**src/rtl/jtag_cmd_sched_pkg.sv**
```systemverilog
// Shared types and constants for the JTAG command scheduler.
// Command codes, FSM states and the TAP reset pattern length.
package jtag_sched_pkg;

    typedef enum logic [2:0] {
        CMD_RESET               = 3'd0,
        CMD_TMS_SEQ             = 3'd1,
        CMD_SCAN_CHAIN          = 3'd2,
        CMD_SCAN_CHAIN_FLIP_TMS = 3'd3
    } jtag_cmd_e;

    typedef enum logic [2:0] {
        StIdle,
        StGrant,
        StRstSeq,
        StFetch,
        StLow,
        StHigh,
        StPush,
        StFin
    } sched_state_e;

    localparam int unsigned RESET_TMS_ONES = 5;

    function automatic logic cmd_is_scan(logic [2:0] cmd);
        return (cmd == CMD_SCAN_CHAIN) || (cmd == CMD_SCAN_CHAIN_FLIP_TMS);
    endfunction

endpackage

```
**src/rtl/jtag_cmd_sched_if.sv**
```systemverilog
// Requester-side bus of the JTAG command scheduler: command, source-byte and
// captured-byte handshakes for all requesters, plus the per-requester done pulse.
interface jtag_cmd_sched_if #(
    parameter int unsigned NREQ = 2,
    parameter int unsigned NB_W = 16
);
    logic [NREQ-1:0]           req_valid;
    logic [NREQ-1:0][2:0]      req_cmd;
    logic [NREQ-1:0][NB_W-1:0] req_nbits;
    logic [NREQ-1:0]           req_ready;
    logic [NREQ-1:0][7:0]      din_byte;
    logic [NREQ-1:0]           din_valid;
    logic [NREQ-1:0]           din_ready;
    logic [7:0]                dout_byte;
    logic [NREQ-1:0]           dout_valid;
    logic [NREQ-1:0]           dout_ready;
    logic [NREQ-1:0]           done;

    modport master (
        output req_valid, req_cmd, req_nbits, din_byte, din_valid, dout_ready,
        input  req_ready, din_ready, dout_byte, dout_valid, done
    );

    modport slave (
        input  req_valid, req_cmd, req_nbits, din_byte, din_valid, dout_ready,
        output req_ready, din_ready, dout_byte, dout_valid, done
    );
endinterface

```
**src/rtl/jtag_rr_arbiter.sv**
```systemverilog
// Round-robin arbiter: the first requester at or after the pointer wins;
// the pointer moves past the winner when the grant is accepted.
module jtag_rr_arbiter #(
    parameter int unsigned NREQ = 2,
    parameter int unsigned IdxW = 1
) (
    input  logic            clk,
    input  logic            rst_n,
    input  logic [NREQ-1:0] req_i,
    input  logic            accept_i,
    output logic [IdxW-1:0] gnt_idx_o,
    output logic            gnt_valid_o
);
    logic [IdxW-1:0] ptr_q, ptr_d;
    logic [IdxW-1:0] lo_idx, hi_idx;
    logic            lo_hit, hi_hit;

    // Descending scan leaves the lowest index; hi_* only considers indices >= pointer.
    always_comb begin
        lo_hit = 1'b0;
        hi_hit = 1'b0;
        lo_idx = '0;
        hi_idx = '0;
        for (int i = int'(NREQ) - 1; i >= 0; i--) begin
            if (req_i[IdxW'(i)]) begin
                lo_hit = 1'b1;
                lo_idx = IdxW'(i);
                if (IdxW'(i) >= ptr_q) begin
                    hi_hit = 1'b1;
                    hi_idx = IdxW'(i);
                end
            end
        end
        gnt_valid_o = lo_hit;
        gnt_idx_o   = hi_hit ? hi_idx : lo_idx;
    end

    always_comb begin
        ptr_d = ptr_q;
        if (accept_i && gnt_valid_o) begin
            ptr_d = (gnt_idx_o == IdxW'(NREQ - 1)) ? '0 : gnt_idx_o + 1'b1;
        end
    end

    always_ff @(posedge clk or negedge rst_n) begin
        if (!rst_n) ptr_q <= '0;
        else        ptr_q <= ptr_d;
    end
endmodule

```
**src/rtl/jtag_cmd_sched.sv**
```systemverilog
// JTAG command scheduler: shares one TAP between requesters, runs RESET/TMS/SCAN
// commands bit by bit LSB-first and returns captured TDO bytes to the owner.
module jtag_cmd_sched
    import jtag_sched_pkg::*;
#(
    parameter int unsigned NREQ    = 2,
    parameter int unsigned TCK_DIV = 4,
    parameter int unsigned NB_W    = 16
) (
    input  logic            clk,
    input  logic            rst_n,
    input  logic            enable_i,
    jtag_cmd_sched_if.slave bus,
    output logic            err_o,
    output logic            busy_o,
    output logic            tck_o,
    output logic            tms_o,
    output logic            tdi_o,
    input  logic            tdo_i
);
    localparam int unsigned IdxW = (NREQ > 1) ? $clog2(NREQ) : 1;
    localparam int unsigned DivW = $clog2(TCK_DIV + 1);

    sched_state_e    state_q, state_d;
    logic [IdxW-1:0] owner_q, owner_d;
    logic [2:0]      cmd_q, cmd_d;
    logic [NB_W-1:0] bits_q, bits_d;
    logic [2:0]      bidx_q, bidx_d;
    logic [7:0]      din_q, din_d;
    logic [7:0]      dout_q, dout_d;
    logic [DivW-1:0] div_q, div_d;
    logic            tck_q, tck_d, tms_q, tms_d, tdi_q, tdi_d, err_q, err_d;
    logic [7:0]      src_byte;
    logic            drv_bit;
    logic [IdxW-1:0] arb_idx;
    logic            arb_valid, arb_accept;

    assign arb_accept = (state_q == StIdle) && enable_i;

    jtag_rr_arbiter #(
        .NREQ (NREQ),
        .IdxW (IdxW)
    ) u_arb (
        .clk         (clk),
        .rst_n       (rst_n),
        .req_i       (bus.req_valid),
        .accept_i    (arb_accept),
        .gnt_idx_o   (arb_idx),
        .gnt_valid_o (arb_valid)
    );

    always_comb begin
        state_d  = state_q;
        owner_d  = owner_q;
        cmd_d    = cmd_q;
        bits_d   = bits_q;
        bidx_d   = bidx_q;
        din_d    = din_q;
        dout_d   = dout_q;
        div_d    = div_q;
        tck_d    = tck_q;
        tms_d    = tms_q;
        tdi_d    = tdi_q;
        err_d    = err_q;
        src_byte = din_q;
        drv_bit  = 1'b0;
        unique case (state_q)
            StIdle: begin
                if (arb_accept && arb_valid) begin
                    owner_d = arb_idx;
                    state_d = StGrant;
                end
            end
            StGrant: begin
                cmd_d  = bus.req_cmd[owner_q];
                bits_d = bus.req_nbits[owner_q];
                bidx_d = '0;
                dout_d = '0;
                div_d  = '0;
                err_d  = (bus.req_cmd[owner_q] > 3'd3);
                if (err_d)                    state_d = StFin;
                else if (cmd_d == CMD_RESET)  state_d = StRstSeq;
                else if (bits_d == '0)        state_d = StFin;
                else                          state_d = StFetch;
            end
            StRstSeq: begin
                // Reset walks the TMS path like a 6-bit TMS sequence: five ones, then a zero.
                bits_d   = NB_W'(RESET_TMS_ONES + 1);
                din_d    = 8'((1 << RESET_TMS_ONES) - 1);
                src_byte = din_d;
                state_d  = StLow;
            end
            StFetch: begin
                src_byte = bus.din_byte[owner_q];
                if (bus.din_valid[owner_q]) begin
                    din_d   = src_byte;
                    state_d = StLow;
                end
            end
            StLow: begin
                if (div_q == DivW'(TCK_DIV - 1)) begin
                    div_d   = '0;
                    tck_d   = 1'b1;
                    state_d = StHigh;
                    if (cmd_is_scan(cmd_q)) dout_d[bidx_q] = tdo_i;
                end else begin
                    div_d = div_q + 1'b1;
                end
            end
            StHigh: begin
                if (div_q == DivW'(TCK_DIV - 1)) begin
                    div_d  = '0;
                    tck_d  = 1'b0;
                    bits_d = bits_q - 1'b1;
                    bidx_d = bidx_q + 3'd1;
                    if (bits_q == NB_W'(1) || bidx_q == 3'd7) begin
                        if (cmd_is_scan(cmd_q))      state_d = StPush;
                        else if (bits_q == NB_W'(1)) state_d = StFin;
                        else                         state_d = StFetch;
                    end else begin
                        state_d = StLow;
                    end
                end else begin
                    div_d = div_q + 1'b1;
                end
            end
            StPush: begin
                if (bus.dout_ready[owner_q]) begin
                    dout_d  = '0;
                    state_d = (bits_q == '0) ? StFin : StFetch;
                end
            end
            StFin: begin
                err_d   = 1'b0;
                state_d = StIdle;
            end
            default: state_d = StIdle;
        endcase

        // Pins change only on entry to the low phase, so they are stable at the rising edge.
        if (state_d == StLow && state_q != StLow) begin
            drv_bit = src_byte[bidx_d];
            if (cmd_is_scan(cmd_q)) begin
                tdi_d = drv_bit;
                tms_d = (cmd_q == CMD_SCAN_CHAIN_FLIP_TMS) && (bits_d == NB_W'(1));
            end else begin
                tms_d = drv_bit;
            end
        end
        if (state_d == StFin) begin
            tck_d = 1'b0;
            tms_d = 1'b0;
            tdi_d = 1'b0;
        end
    end

    always_ff @(posedge clk or negedge rst_n) begin
        if (!rst_n) begin
            state_q <= StIdle;
            owner_q <= '0;
            cmd_q   <= '0;
            bits_q  <= '0;
            bidx_q  <= '0;
            din_q   <= '0;
            dout_q  <= '0;
            div_q   <= '0;
            tck_q   <= 1'b0;
            tms_q   <= 1'b0;
            tdi_q   <= 1'b0;
            err_q   <= 1'b0;
        end else begin
            state_q <= state_d;
            owner_q <= owner_d;
            cmd_q   <= cmd_d;
            bits_q  <= bits_d;
            bidx_q  <= bidx_d;
            din_q   <= din_d;
            dout_q  <= dout_d;
            div_q   <= div_d;
            tck_q   <= tck_d;
            tms_q   <= tms_d;
            tdi_q   <= tdi_d;
            err_q   <= err_d;
        end
    end

    always_comb begin
        bus.req_ready  = '0;
        bus.din_ready  = '0;
        bus.dout_valid = '0;
        bus.done       = '0;
        if (state_q == StGrant)                             bus.req_ready[owner_q]  = 1'b1;
        if (state_q == StFetch && bus.din_valid[owner_q])   bus.din_ready[owner_q]  = 1'b1;
        if (state_q == StPush)                              bus.dout_valid[owner_q] = 1'b1;
        if (state_q == StFin)                               bus.done[owner_q]       = 1'b1;
    end

    assign bus.dout_byte = dout_q;
    assign err_o         = (state_q == StFin) && err_q;
    assign busy_o        = (state_q != StIdle);
    assign tck_o         = tck_q;
    assign tms_o         = tms_q;
    assign tdi_o         = tdi_q;
endmodule

```
**src/flat_wrapper.sv**
```systemverilog
// flat-port wrapper written by rule: the top's interface ports become plain ports
module jtag_cmd_sched_flat import jtag_sched_pkg::*;
#(
    parameter int unsigned NREQ    = 2,
    parameter int unsigned TCK_DIV = 4,
    parameter int unsigned NB_W    = 16
)
  (clk, rst_n, enable_i, err_o, busy_o, tck_o, tms_o, tdi_o, tdo_i, bus_req_valid, bus_req_cmd, bus_req_nbits, bus_din_byte, bus_din_valid, bus_dout_ready, bus_req_ready, bus_din_ready, bus_dout_byte, bus_dout_valid, bus_done);
  jtag_cmd_sched_if #(.NREQ(NREQ), .NB_W(NB_W)) bus_i ();
  input  logic clk;
  input  logic rst_n;
  input  logic enable_i;
  output logic err_o;
  output logic busy_o;
  output logic tck_o;
  output logic tms_o;
  output logic tdi_o;
  input  logic tdo_i;
  input wire logic [$bits(bus_i.req_valid)-1:0] bus_req_valid;
  input wire logic [$bits(bus_i.req_cmd)-1:0] bus_req_cmd;
  input wire logic [$bits(bus_i.req_nbits)-1:0] bus_req_nbits;
  input wire logic [$bits(bus_i.din_byte)-1:0] bus_din_byte;
  input wire logic [$bits(bus_i.din_valid)-1:0] bus_din_valid;
  input wire logic [$bits(bus_i.dout_ready)-1:0] bus_dout_ready;
  output wire logic [$bits(bus_i.req_ready)-1:0] bus_req_ready;
  output wire logic [$bits(bus_i.din_ready)-1:0] bus_din_ready;
  output wire logic [$bits(bus_i.dout_byte)-1:0] bus_dout_byte;
  output wire logic [$bits(bus_i.dout_valid)-1:0] bus_dout_valid;
  output wire logic [$bits(bus_i.done)-1:0] bus_done;
  assign bus_i.req_valid = bus_req_valid;
  assign bus_i.req_cmd = bus_req_cmd;
  assign bus_i.req_nbits = bus_req_nbits;
  assign bus_i.din_byte = bus_din_byte;
  assign bus_i.din_valid = bus_din_valid;
  assign bus_i.dout_ready = bus_dout_ready;
  assign bus_req_ready = bus_i.req_ready;
  assign bus_din_ready = bus_i.din_ready;
  assign bus_dout_byte = bus_i.dout_byte;
  assign bus_dout_valid = bus_i.dout_valid;
  assign bus_done = bus_i.done;
  jtag_cmd_sched #(.NREQ(NREQ), .TCK_DIV(TCK_DIV), .NB_W(NB_W)) u_core (.clk(clk), .rst_n(rst_n), .enable_i(enable_i), .bus(bus_i), .err_o(err_o), .busy_o(busy_o), .tck_o(tck_o), .tms_o(tms_o), .tdi_o(tdi_o), .tdo_i(tdo_i));
endmodule
```
**config.mk**
```make
export PLATFORM = sky130hd
export DESIGN_NAME = jtag_cmd_sched_flat
export DESIGN_NICKNAME = d
export VERILOG_FILES = /design/src/rtl/jtag_cmd_sched_pkg.sv /design/src/rtl/jtag_cmd_sched_if.sv /design/src/rtl/jtag_rr_arbiter.sv /design/src/rtl/jtag_cmd_sched.sv /design/src/flat_wrapper.sv
export SDC_FILE = /design/constraint.sdc
export NUM_CORES = 1
export LEC_CHECK = 0
export CORE_ASPECT_RATIO = 2
export CORE_UTILIZATION = 25
export DETAILED_ROUTE_END_ITERATION = 7
export GPL_TIMING_DRIVEN = 0
export HOLD_SLACK_MARGIN = 0.03
export SLEW_MARGIN = 40
export SYNTH_ARGS = -nofsm -noshare
export SYNTH_HDL_FRONTEND = slang
export SYNTH_SLANG_ARGS = --single-unit
```
**constraint.sdc**
```tcl
create_clock -name clk -period 2.91 [get_ports clk]
set_clock_uncertainty 0.15 [all_clocks]
set_input_delay 0.582 -clock clk [delete_from_list [all_inputs] [get_ports clk]]
set_output_delay 0.582 -clock clk [all_outputs]
set_load 0.02 [all_outputs]
```
==> results_dict.tcl, run 1 <==
set metrics [dict create \
    ys_ff_latch 48 \
    fill_cells 1353 \
    clkSlewWorstSetupHoldPaths_ns 0.07 \
    startpoint_type "flop" \
    relSlewSlack_pct 59.7 \
    tightestPinTransition_ns 0.605 \
    ioPinCount 85 \
    synth_top_family_by_area "simple AND/OR/NAND/NOR gates" \
    grt_overflow 0 \
    gp_congestion 0.970 \
    hpwl_mm 9.34 \
    setup_ws_ns 0.0520 \
    crit_slowest_cell "dfrtp_2" \
    dr.max_layer_used "met4" \
    cts_max_level 2 \
    r2r-end "u_core.tms_o" \
    r2r_slack_ns 0.06 \
    synth_cells 393 \
    synth_cell_type_count 71 \
    crit_top_cell "buf_4" \
    synth_fa_ha_area_share_pct 1.89 \
    cp.required_ns 2.18 \
    syn2layout_area_growth_pct 34.1 \
    clock_sinks 48 \
    grt_max_degree 29 \
    die_area_um2 13800 \
    synthFlopType "dfrtp_1" \
    final_util_pct 34.3 \
    critPathMaxFanout 10 \
    drt.antenna.violating_nets 0 \
    layout_common_cells "clkdlybuf4s50_1, dfrtp_1, o21ai_0, nor2_1, nand2_1" \
    cts_tree "yes" \
    grt_pass1_vias 3616 \
    crit_path_end "err_o" \
    synthTopCellsByArea "dfrtp_1, o21ai_0, nor2_1, a21oi_1, nand2_1" \
    synth_edf_count 0 \
    drive_gt1_share_pct 17.9 \
    clock.fmax_mhz 350 \
    power_w 0.00476 \
    reg2regPathDepth 7 \
    yosys.area.top_type_share_pct 36.2 \
    wl_met2_mm 6.79 \
    synth_area_um2 3320 \
    setup_viol 0 \
    maxCapViolations 0 \
    nets 531 \
    drt_iter0_drc 316 \
    port_buffers 49 \
    final_hold_viol_count 0 \
    path_cells "buf_4 -> buf_4 -> buf_6 -> clkbuf_8 -> and3_1 -> and2_1 -> clkdlybuf4s15_2" \
    dp.cells 598 \
    hold_path.class "in -> async" \
    power_density_nw_per_um2 1070 \
    route.detailed.drc 0 \
    dr_total_vias 3517 \
    async_flop_share_pct 100 \
    grt_usage_pct 17.8 \
    p_leak_nw 1.72 \
    min_period_over_period_pct 98.2 \
    min_period_ns 2.86 \
    grt_antenna_before_repair 0 \
    fin_setup_tns_ns 0 \
    wl_met3_um 683 \
    cts_buffers 5 \
    cts_buffer_depth 2 \
    synth-xor-area-share_pct 0.792 \
    num_rows 59 \
    crit_path_max_incr_delay_ns 0.44 \
    synthMuxAreaShare_pct 2.22 \
    viasPerCell 5.72 \
    rsz0062_at_grt "true" \
    avgSynthCellArea_um2 8.44 \
    drt-pass1-iter-count 5 \
    diodes 0 \
    yosysTopAreaCell "dfrtp_1" \
    crit_start "u_core.state_q[2]" \
    clk_root_buffer_cell "clkbuf_16" \
    avgRoutedWirePerCell_um 20.3 \
    place_ws_ns -0.987 \
    yosysWarnings 0 \
    slew_violations 0 \
    met1_length_mm 4.40 \
    worstReg2RegStart "u_core.bits_q[11]" \
    crit_arrival_ns 2.13 \
    yosysSeqAreaShare_pct 36.2 \
    critPathCaptureType "output pin" \
    critical_path_class "reg -> out" \
    die_w_um 83.5 \
    clk_latency_ns 0.30 \
    grt_pass1_wl_mm 19.0 \
    synthSimpleGateAreaFrac_pct 26.7 \
    die_y_um 165 \
    ir_drop_uv 404 \
    status "finished clean" \
    core_um2 13000 \
    synth_compound_area_share_pct 25.9 \
    wirelength_mm 12.5 \
    initial_core_util_pct 25.5 \
    layout_commonest_cell "clkdlybuf4s50_1" \
    fin_cells 615 \
]
synthesized netlist by cell type, types with 3 or more instances:
cell	count
a31oi_1	9
xnor2_1	3
nand2_1	27
o221ai_1	3
inv_1	13
nor2b_1	10
o2bb2ai_1	3
a22oi_1	8
mux2_2	3
clkbuf_1	19
nand3b_1	4
buf_1	4
nand4_1	5
o211ai_1	5
and2_1	4
buf_4	5
and3_1	3
dfrtp_1	48
o31ai_1	7
nand3_1	4
nand2b_1	5
or4_1	10
a311oi_1	3
or3_1	7
o22ai_1	9
nor4_1	7
a211oi_1	3
a22o_1	3
nor3_1	12
a21oi_1	21
nor2_1	34
mux2i_1	4
o21ai_0	38
ha_1	5
final cells by class:
type	instances	area, µm²	area share (%)
multi-input combinational	303	2040	45.9
sequential	48	1210	27.2
timing repair buffer	59	574	12.9
buffer	31	199	4.47
tap	152	190	4.27
clock buffer	6	139	3.12
inverter	14	56.3	1.27
clock inverter	2	38.8	0.872
worst max-delay path: cells and delay by family (launching register included):
kind,cells,cell delay [ns]
simple gates,2,0.36
flops,1,0.44
buf+inv,5,1.02
routing by layer:
metal	vias up	GRT usage, %
li1	1610	-
met1	1697	17.8
met2	175	33.9
met3	35	2.40
met4	0	11.9
met5	-	0
flip-flops by register name, summed over array words and instances, names as in the netlist:
register,count
u_core.cmd_q,3
u_core.state_q,3
u_core.bidx_q,3
u_core.bits_q,16
u_core.tdi_o,1
u_core.tck_o,1
u_core.bus.dout_byte,8
u_core.err_q,1
u_core.tms_o,1
u_core.div_q,3
u_core.din_q,8
stage by stage:
| stage | instance area (µm²) | hold WS [ns] |
|---|---|---|
| global route | 4450 | 0.0315 |
| detailed placement | 4030 | 0.329 |
| global placement | 4010 | 0.325 |
| CTS | 4270 | 0.0307 |
| finish | 4450 | 0.0174 |
| floorplan | 3330 | 0.136 |
how the worst min path moves through the flow:
| stage | from | end | depth (start not counted) |
|---|---|---|---|
| floorplan | rst_n | u_core.bidx_q[0] | 0 |
| global placement | u_core.div_q[0] | u_core.div_q[0] | 1 |
| detailed placement | u_core.div_q[0] | u_core.div_q[0] | 1 |
| CTS | rst_n | u_core.bits_q[2] | 1 |
| global route | rst_n | u_core.cmd_q[0] | 1 |
| finish | rst_n | u_core.cmd_q[0] | 1 |
timing repair:
action	in CTS	in global routing
hold endpoints to repair	0	0
hold buffers	0	0
gates cloned	0	0
gates resized for setup	31	36
endpoints found under the setup margin	16	7
buffers inserted	0	9
pin swaps	0	8
power by group:
part	total, W	internal, W	switching (W)
Clock	0.000709	0.000431	0.000278
Combinational	0.00283	0.00113	0.00170
Sequential	0.00123	0.000938	0.000289
logic make-up (layout without fill, tap and decap cells):
kind of cell / Yosys count / in the layout
AND/OR/NAND/NOR: 153 / 153
AO/OA/AOI/OAI: 131 / 131
flip-flops: 48 / 48
buffers and inverters: 45 / 112
multiplexers: 7 / 7
adder cells (fa/ha/maj): 5 / 5
XOR/XNOR: 3 / 3
other: 1 / 4
Power figures use the tool's default switching activity.
==> run 2: changes to the inputs <==
--- a/config.mk
+++ b/config.mk
@@ -8,9 +8,9 @@
 export CORE_ASPECT_RATIO = 2
 export CORE_UTILIZATION = 25
 export DETAILED_ROUTE_END_ITERATION = 7
+export GPL_ROUTABILITY_DRIVEN = 0
 export GPL_TIMING_DRIVEN = 0
 export HOLD_SLACK_MARGIN = 0.03
-export SLEW_MARGIN = 40
 export SYNTH_ARGS = -nofsm -noshare
 export SYNTH_HDL_FRONTEND = slang
 export SYNTH_SLANG_ARGS = --single-unit
==> results_dict.tcl, run 2 (synthesis results as in run 1) <==
set metrics [dict create \
    drt-pass1-iter-count 8 \
    wirelength_mm 12.4 \
    largest_reg_flops 16 \
    crit_arrival_ns 2.13 \
    final_hold_viol_count 0 \
    hold_path.class "in -> async" \
    syn2layout_area_growth_pct 34.0 \
    num_rows 59 \
    cts_buffers 5 \
    drive_gt1_share_pct 19.2 \
    core_um2 13000 \
    power_density_nw_per_um2 1050 \
    grt_usage_pct 17.8 \
    nets 532 \
    critPathMaxFanout 10 \
    die_w_um 83.5 \
    die_area_um2 13800 \
    die_y_um 165 \
    status "finished clean" \
    grt_pass1_vias 3594 \
    layout_common_cells "clkdlybuf4s50_1, dfrtp_1, o21ai_0, nor2_1, nand2_1" \
    clk_latency_ns 0.30 \
    clkSlewWorstSetupHoldPaths_ns 0.07 \
    cp.required_ns 2.18 \
    ir_drop_uv 360 \
    fin_setup_tns_ns 0 \
    grt_antenna_before_repair 0 \
    hpwl_mm 9.19 \
    initial_core_util_pct 25.5 \
    min_period_over_period_pct 98.5 \
    critical_path_class "reg -> out" \
    layout_commonest_cell "clkdlybuf4s50_1" \
    fin_cells 616 \
    slew_violations 0 \
    grt_pass1_wl_mm 19.0 \
    grt_overflow 0 \
    clk_root_buffer_cell "clkbuf_16" \
    grt_max_degree 34 \
    clock.fmax_mhz 349 \
    avgRoutedWirePerCell_um 20.1 \
    cts_max_level 2 \
    ioPinCount 85 \
    startpoint_type "flop" \
    final_util_pct 34.2 \
    port_buffers 49 \
    viasPerCell 5.78 \
    hold_buffers 0 \
    largest_register "u_core.bits_q" \
    r2r_slack_ns 0.07 \
    tightestPinTransition_ns 0.601 \
    relSlewSlack_pct 59.9 \
    route.detailed.drc 0 \
    maxCapViolations 0 \
    cts_buffer_depth 2 \
    fill_cells 1340 \
    p_leak_nw 1.71 \
    drt.antenna.violating_nets 0 \
    cts_tree "yes" \
    drt_iter0_drc 220 \
    diodes 0 \
    setup_viol 0 \
    critPathCaptureType "output pin" \
    dp.cells 598 \
    min_period_ns 2.87 \
    dr_total_vias 3561 \
    clock_sinks 48 \
]
## run 2: metal layers
layer	GRT usage (%)	up-vias	wire, µm
met5	0	-	0
met4	12.0	0	690
met1	18.1	1722	4490
li1	-	1608	-
met2	33.2	182	6550
met3	2.95	49	658
## run 2: critical path, cell delays in order (launching register included)
cell and delay (ns):
dfrtp_1 0.44, clkbuf_2 0.21, nand2b_1 0.24, nor2_1 0.27, clkdlybuf4s50_1 0.67
## run 2: power breakdown
part / switching, W / internal, W
Sequential: 0.000285 / 0.000937
Combinational: 0.00172 / 0.00112
Clock: 0.000271 / 0.000318
Total: 0.00227 / 0.00238
## run 2: timing repair
item	CTS	global route
resized for setup	35	33
hold endpoints to repair	0	0
pin swaps	1	8
endpoints found under the setup margin	15	7
setup buffers	0	12
## run 2: per-stage QoR
stage               total power (W)  worst slack (ns)  hold WS (ns)  instance area (µm²)
floorplan                   0.00284             0.113         0.136                 3330
global placement            0.00362            -0.942         0.325                 4010
detailed placement          0.00366            -0.935         0.332                 4030
CTS                         0.00438           -0.0171        0.0820                 4250
global route                0.00492           -0.0186        0.0999                 4450
finish                      0.00465            0.0442        0.0594                 4450
## run 2: area by class of cell
class	count	area [µm²]	share of cell area [%]
Clock buffer	5	125	2.81
Inverter	14	56.3	1.27
Multi-Input combinational cell	303	2060	46.4
Buffer	29	189	4.25
Sequential cell	48	1210	27.2
Tap cell	152	190	4.28
Clock inverter	3	18.8	0.422
Timing Repair Buffer	62	594	13.4
## run 2: worst paths after layout
path / start / depth (start not counted) / endpoint
hold reg to reg: u_core.bus.dout_byte[7] / 2 / u_core.bus.dout_byte[7]
min in group clk: u_core.bus.dout_byte[7] / 2 / u_core.bus.dout_byte[7]
hold / removal: rst_n / 1 / u_core.bits_q[14]
max in group asynchronous: rst_n / 2 / u_core.state_q[1]
setup reg to reg: u_core.bits_q[4] / 8 / u_core.tms_o
setup / recovery: u_core.state_q[0] / 4 / bus_dout_valid[0]
